<file path="config.mk">
export PLATFORM = sky130hd
export DESIGN_NAME = sequence_generator
export DESIGN_NICKNAME = d
export VERILOG_FILES = /design/src/rtl/seq_gen_pkg.sv /design/src/rtl/seq_shift_reg.sv /design/src/rtl/sequence_generator.sv
export SDC_FILE = /design/constraint.sdc
export NUM_CORES = 1
export LEC_CHECK = 0
export CORE_MARGIN = 4
export CORE_UTILIZATION = 55
export DETAILED_ROUTE_END_ITERATION = 12
export PLACE_DENSITY = 0.94
export SLEW_MARGIN = 10
export SYNTH_ARGS = -nofsm -noshare
export SYNTH_HDL_FRONTEND = slang
export SYNTH_SLANG_ARGS = --single-unit
</file>
<file path="constraint.sdc">
create_clock -name clock -period 5 [get_ports clock]
set_input_delay 1 -clock clock [delete_from_list [all_inputs] [get_ports clock]]
set_output_delay 1 -clock clock [all_outputs]
set_load 0.02 [all_outputs]
</file>
<file path="src/rtl/seq_gen_pkg.sv">
// Shared types and helpers for the serial sequence generator.
package seq_gen_pkg;

  typedef enum logic [1:0] {
    IDLE  = 2'd0,
    SHIFT = 2'd1,
    GAP   = 2'd2,
    DONE  = 2'd3
  } state_t;

  localparam logic [3:0] DEFAULT_PATTERN = 4'b1011;

  // Bits needed to count 0..n-1, never narrower than one bit.
  function automatic int cnt_width(input int n);
    return (n <= 2) ? 1 : $clog2(n);
  endfunction

endpackage

</file>
<file path="src/rtl/seq_shift_reg.sv">
// W-bit parallel-load, shift-left register; the MSB is the serial output bit.
module seq_shift_reg #(
  parameter int W = 4
) (
  input  logic         clock,
  input  logic         reset,
  input  logic         load,
  input  logic         shift,
  input  logic [W-1:0] load_data,
  output logic         msb
);

  logic [W-1:0] q;

  // Load wins over shift; zeros enter from the bottom so an emptied register idles at 0.
  always_ff @(posedge clock) begin
    if (reset) begin
      q <= '0;
    end else if (load) begin
      q <= load_data;
    end else if (shift) begin
      q <= {q[W-2:0], 1'b0};
    end
  end

  assign msb = q[W-1];

endmodule

</file>
<file path="src/rtl/sequence_generator.sv">
// Serial pattern transmitter: sends a W-bit word MSB-first, repeated N times
// with an optional idle gap between repetitions, then pulses done.
module sequence_generator
  import seq_gen_pkg::*;
#(
  parameter int W          = 4,
  parameter int CNT_W      = 4,
  parameter int GAP_CYCLES = 0
) (
  input  logic             clock,
  input  logic             reset,
  input  logic             start,
  input  logic [W-1:0]     data_in,
  input  logic [CNT_W-1:0] repeat_count,
  output logic             ready,
  output logic             busy,
  output logic             out,
  output logic             out_valid,
  output logic             done
);

  localparam int BW = cnt_width(W);
  localparam int GW = cnt_width(GAP_CYCLES);
  localparam logic [BW-1:0] BIT_LAST = BW'(W - 1);
  localparam logic [GW-1:0] GAP_LAST = GW'((GAP_CYCLES > 0) ? GAP_CYCLES - 1 : 0);

  state_t           state_q, state_d;
  logic [W-1:0]     pattern_q, pattern_d;
  logic [BW-1:0]    bit_cnt_q, bit_cnt_d;
  logic [CNT_W-1:0] rep_left_q, rep_left_d;
  logic [GW-1:0]    gap_cnt_q, gap_cnt_d;
  logic             out_valid_q, out_valid_d;
  logic             done_q, done_d;
  logic             sr_load, sr_shift;
  logic [W-1:0]     sr_data;
  logic             sr_msb;

  // The shift register doubles as the out flop; loading zeros on leaving SHIFT keeps out=0 when invalid.
  seq_shift_reg #(.W(W)) u_shift (
    .clock     (clock),
    .reset     (reset),
    .load      (sr_load),
    .shift     (sr_shift),
    .load_data (sr_data),
    .msb       (sr_msb)
  );

  always_ff @(posedge clock) begin
    if (reset) begin
      state_q     <= IDLE;
      pattern_q   <= '0;
      bit_cnt_q   <= '0;
      rep_left_q  <= '0;
      gap_cnt_q   <= '0;
      out_valid_q <= 1'b0;
      done_q      <= 1'b0;
    end else begin
      state_q     <= state_d;
      pattern_q   <= pattern_d;
      bit_cnt_q   <= bit_cnt_d;
      rep_left_q  <= rep_left_d;
      gap_cnt_q   <= gap_cnt_d;
      out_valid_q <= out_valid_d;
      done_q      <= done_d;
    end
  end

  always_comb begin
    state_d     = state_q;
    pattern_d   = pattern_q;
    bit_cnt_d   = bit_cnt_q;
    rep_left_d  = rep_left_q;
    gap_cnt_d   = gap_cnt_q;
    out_valid_d = 1'b0;
    done_d      = 1'b0;
    sr_load     = 1'b0;
    sr_shift    = 1'b0;
    sr_data     = '0;

    case (state_q)
      IDLE: begin
        if (start) begin
          pattern_d   = data_in;
          sr_load     = 1'b1;
          sr_data     = data_in;
          rep_left_d  = (repeat_count == '0) ? CNT_W'(1) : repeat_count;
          bit_cnt_d   = BIT_LAST;
          out_valid_d = 1'b1;
          state_d     = SHIFT;
        end
      end

      SHIFT: begin
        if (bit_cnt_q != '0) begin
          sr_shift    = 1'b1;
          bit_cnt_d   = bit_cnt_q - BW'(1);
          out_valid_d = 1'b1;
        end else if (rep_left_q > CNT_W'(1)) begin
          if (GAP_CYCLES > 0) begin
            sr_load   = 1'b1;
            gap_cnt_d = GAP_LAST;
            state_d   = GAP;
          end else begin
            // Reload in the same edge so back-to-back repetitions have no bubble.
            sr_load     = 1'b1;
            sr_data     = pattern_q;
            rep_left_d  = rep_left_q - CNT_W'(1);
            bit_cnt_d   = BIT_LAST;
            out_valid_d = 1'b1;
          end
        end else begin
          sr_load = 1'b1;
          done_d  = 1'b1;
          state_d = DONE;
        end
      end

      GAP: begin
        if (gap_cnt_q != '0) begin
          gap_cnt_d = gap_cnt_q - GW'(1);
        end else begin
          sr_load     = 1'b1;
          sr_data     = pattern_q;
          rep_left_d  = rep_left_q - CNT_W'(1);
          bit_cnt_d   = BIT_LAST;
          out_valid_d = 1'b1;
          state_d     = SHIFT;
        end
      end

      DONE: begin
        state_d = IDLE;
      end

      default: begin
        state_d = IDLE;
      end
    endcase
  end

  assign ready     = (state_q == IDLE) && !reset;
  assign busy      = (state_q != IDLE);
  assign out       = sr_msb;
  assign out_valid = out_valid_q;
  assign done      = done_q;

endmodule

</file>
# [After elaboration in Yosys (flattened, before gate mapping)]
# Index checks and enable logic that the tools add are counted.
[op_classes] order_cmp=1 n_reduce_logical=13 bitwise_logic=1 add_sub_neg=3 eq_ne=9 n_mux=34
[ops] op="$mux W4" count=11
[ops] op="$pmux W4 S3" count=2
[ops] op="$mux W2" count=8
[ops] op="$ne A2 B2 Y1 const B" count=5
[ops] op="$mux W1" count=9
[ops] op="$pmux W2 S4" count=1
[ops] op="$reduce_and A4 Y1" count=2
[ops] op="$pmux W1 S3" count=2
[ops] op="$pmux W2 S3" count=1
[ops] op="$reduce_bool A2 Y1" count=3
[ops] op="$reduce_and A5 Y1" count=1
[ops] op="$eq A2 B2 Y1 const B" count=2
[ops] op="$gt A4 B1 Y1 const B" count=1
[ops] op="$logic_not A4 Y1" count=1
[ops] op="$sub A4 B1 Y4 const B" count=1
[ops] op="$ne A3 B3 Y1 const B" count=1
[ops] op="$reduce_bool A3 Y1" count=1
[ops] op="$reduce_or A3 Y1" count=1
[ops] op="$eq A2 B1 Y1 const B" count=1
[ops] op="$logic_not A2 Y1" count=1
[ops] op="$reduce_and A2 Y1" count=1
[ops] op="$sub A2 B1 Y2 const B" count=1
[ops] op="$logic_and A1 B1 Y1" count=1
[ops] op="$logic_not A1 Y1" count=1
[ops] op="2 further kinds" count=2
[totals] input_bits=11 word_cells=69 out_inout_bits=5 reg_bits=19

# [Logic depth before layout (Yosys ltp)]
[depth] word_depth=5 mapped_depth=8 ltp_nobuf=7

# [Modules after synthesis]
# From an unflattened synthesis, not the netlist that was laid out.
[unflattened] cells_unflattened=126 area_unflattened_um2=1026.0
[modules_own_cells] mod="sequence_generator" cells_per_inst=109 n_inst=1 seq_area_each_um2=280.3 area_per_inst_um2=853.3
[modules_own_cells] mod="seq_shift_reg" cells_per_inst=17 n_inst=1 seq_area_each_um2=80.1 area_per_inst_um2=172.7

# [Least setup slack after synthesis]
# Ideal clock, no wire load.
[synth_path] kind="in2out" startpoint="input reset" endpoint="output ready" path_slack_ps=2523 t_arrival_ps=1477 required_ps=4000 n_path_buf=1 stages=2 path_cell_list="clkbuf_1 > nor2_1"
[synth_between] elab_chain_len=2
[synth_lines] item="start: declaration" line="sequence_generator.sv:11" source="input logic reset,"
[synth_lines] item="$logic_not A1 Y1" line="sequence_generator.sv:141" source="assign ready = (state_q == IDLE) && !reset;"
[synth_lines] item="$logic_and A1 B1 Y1" line="sequence_generator.sv:141"
[synth_lines] item="end: declaration" line="sequence_generator.sv:15" source="output logic ready,"
# Every way passes these cells.

# [Worst setup path in the final report]
# Same ends and word-level chain as after synthesis.

==> summary.md <==
| Metric | Value |
|---|---|
| Ys async rst share | `0%` |
| Final setup viols | `0` |
| Diode count | `0` |
| Num CTS Buffers | `3` |
| Synth unique cells | `32` |
| Met1 usage | `18.8%` |
| Max Freq | `0.276 GHz` |
| Grt ovf | `0` |
| FILL cells | `125` |
| Post-synth EDFFs | `0` |
| Worst hold start | `pattern_q[2]$_SDFFE_PP0P_` |
| Max stage delay on crit path | `0.77 ns` |
| Area leader, netlist | `dfxtp_1` |
| RSZ-0062 raised after global routing | `false` |
| Mapped cell area | `977 um^2` |
| Total setup buffers inserted after CTS | `0` |
| Most used routing layer | `met2` |
| Synth Register Bits | `18` |
| Yosys top cell area share | `36.9%` |
| Final Hold Vio Count | `0` |
| Post-route ant nets | `0` |
| Worst slew pin tran | `0.720 ns` |
| Worst Path Required | `4.00 ns` |
| Initial antenna violation count | `0` |
| Worst-path clk slew | `0.11 ns` |
| Relative slew slack | `51.8%` |
| Layout Nets | `158` |
| Avg Inst Size Synth | `7.94 um^2` |
| Pre-CTS setup slack | `1.37 ns` |
| Syn. warnings | `0` |
| Initial Utilization | `61.3%` |
| Pleak | `0.469 nW` |
| Gp weighted congestion | `0.849` |
| Worst-skew pair later-pin latency | `0.30 ns` |
| CTS resizes | `0` |
| HP Class | `flop to flop` |
| Vias in the first global route | `846` |
| Final Critical Period | `3.62 ns` |
| Proportion of layout cells with a drive suffix above 1 | `4.35%` |
| Pwr Density | `634 nW/um^2` |
| Deepest clock path buffer count | `2` |
| Final worst path period share | `72.4%` |
| Max-cap viol count | `0` |
| CP top delay family | `buffers and inverters` |
| CP endpoint kind | `primary output` |
| Setup CP Type | `input port to primary output` |
| Vias per cell | `5.79` |
| CTS tree | `built` |
| Nets in the synthesized netlist | `142` |
| Most frequent CP cell | `clkdlybuf4s50_1` |
| CP Max Fanout | `22` |
| Startpoint types | `input port` |
| Setup TNS | `0 ns` |
| Die H | `50.2 um` |
| Met2 GRT Util | `29.1%` |
| R2r startpoint | `state_q[0]$_SDFFE_PP0P_` |
| Synth top cells by count | `18 x dfxtp_1, 17 x nand2_1, 14 x nor2_1` |
| Max IR drop VDD | `394 uV` |
| Post-CTS Hold Fix Bufs | `0` |
| Avg WL per Cell | `12.8 um` |
| TritonRoute pass-1 iters | `4` |
| Post-DP HPWL | `1530 um` |
| Skew final | `0.00733 ns` |
| Cell Area, Placed | `1130 um^2` |
| Clk root buf | `clkbuf_4` |
| Crit path launch | `reset` |
| Worst path bufs/invs | `2` |
| Die area | `2520 um^2` |
| Crit-path cells | `clkdlybuf4s50_1, nor2_1, clkdlybuf4s50_1` |
| First-pass GRT wire length | `3360 um` |
| Data arrival time of the critical path | `2.62 ns` |
| Initial DRC Count | `25` |
| Core area | `1590 um^2` |
| Drt total wl | `2070 um` |
| CTS Sinks | `18` |
| DRC viols | `0` |
| Prevailing post-synth register cell | `dfxtp_1` |
| Slew Limit Fails | `0` |
| Row cnt | `14` |
| Grt met3 use | `6.51%` |
| Largest cells by area after synthesis | `dfxtp_1 37%, ha_1 10%, a21oi_1 6.7%` |
| Die X | `50.2 um` |
| Final setup margin | `1.38 ns` |
| Port bufs | `15` |
| GRT Util Overall | `17.1%` |
| # IOs | `16` |
| Via count | `938` |
| H-tree levels | `1` |
| Seq/Total Area, Yosys | `36.9%` |
| Post-route cell area | `1170 um^2` |
| Cells after synthesis | `123` |
| Status | `finished clean` |
| Area delta synth->final | `19.8%` |
| Top-count cell post-synth | `dfxtp_1` |
| CP max stage cell | `clkdlybuf4s50_1` |
| Pin count of the biggest net entering global routing | `23` |
[through the flow]
step	utilization, %	hold slack [ns]	power (mW)	cells
after floorplan	-	0.437	0.544	123
after global placement	71.2	0.445	0.627	158
after detailed placement	71.2	0.456	0.649	158
after CTS	73.5	0.471	0.740	162
after global routing	73.5	0.496	0.803	162
final	73.5	0.467	0.743	162
[power by group]
part           switching (mW)  total, mW  internal (mW)
registers              0.0410      0.236          0.195
logic                   0.246      0.417          0.171
clock network          0.0453     0.0897         0.0444
[layout make-up]
type	count	area, um^2	share of cell area [%]
Sequential cell	18	360	30.8
Inverter	10	37.5	3.21
Multi-Input combinational cell	91	557	47.5
Clock buffer	4	36.3	3.10
Tap cell	24	30.0	2.56
Timing Repair Buffer	15	150	12.8
[routing by layer]
| metal | share of wire [%] | vias to the layer above | routed length, um |
|---|---|---|---|
| li1 | - | 470 | - |
| met3 | 5.2 | 6 | 107 |
| met5 | 0 | - | 0 |
| met4 | 2.2 | 0 | 45 |
| met2 | 48 | 36 | 995 |
| met1 | 45 | 426 | 925 |
[worst min-delay path, cell delays in order, from the launching register on]
cell,delay [ns]
dfxtp_1,0.33
nand2_1,0.05
a21oi_1,0.05
[state kept, by name (all words and copies together), names as in the netlist]
signal and count:
rep_left_q 4, bit_cnt_q 2, u_shift.q 4, pattern_q 4, out_valid 1, state_q 2
done 1
[logic make-up after synthesis]
logic type / Yosys count / share of synthesized area (%)
simple gates: 48 / 22.3
compound gates: 33 / 22.3
flops: 18 / 36.9
buf+inv: 14 / 6.15
fa+ha+maj: 8 / 10.2
mux: 2 / 2.18
[worst paths after layout]
check        cells past startpoint  slack [ns]                        end
max                              3        1.38                      ready
min                              2        0.47  pattern_q[2]$_SDFFE_PP0P_
max reg2reg                      7        2.96  u_shift.q[0]$_SDFFE_PP0P_
min reg2reg                      2        0.47  pattern_q[2]$_SDFFE_PP0P_
[cell usage in the layout (no fill, tap or decap), drive strengths merged]
cell type | netlist | routed
o21bai | 1 | 1
nor4 | 1 | 1
clkbuf | 2 | 4
nand2b | 1 | 1
a311oi | 2 | 2
o21ai | 3 | 3
or3 | 2 | 2
a21oi | 14 | 14
o32ai | 1 | 1
nand2 | 17 | 17
o31a | 1 | 1
nand3b | 3 | 3
o311ai | 1 | 1
and2b | 1 | 1
nand3 | 5 | 5
a211oi | 3 | 3
ha | 8 | 8
mux2i | 1 | 1
nor3 | 3 | 3
clkdlybuf4s50 | 0 | 15
nor2b | 1 | 1
nor2 | 14 | 14
a21o | 1 | 1
mux2 | 1 | 1
inv | 10 | 10
o41ai | 4 | 4
dfxtp | 18 | 18
a31oi | 1 | 1
o22ai | 1 | 1
Note: power is estimated with default switching activity, not from simulation.
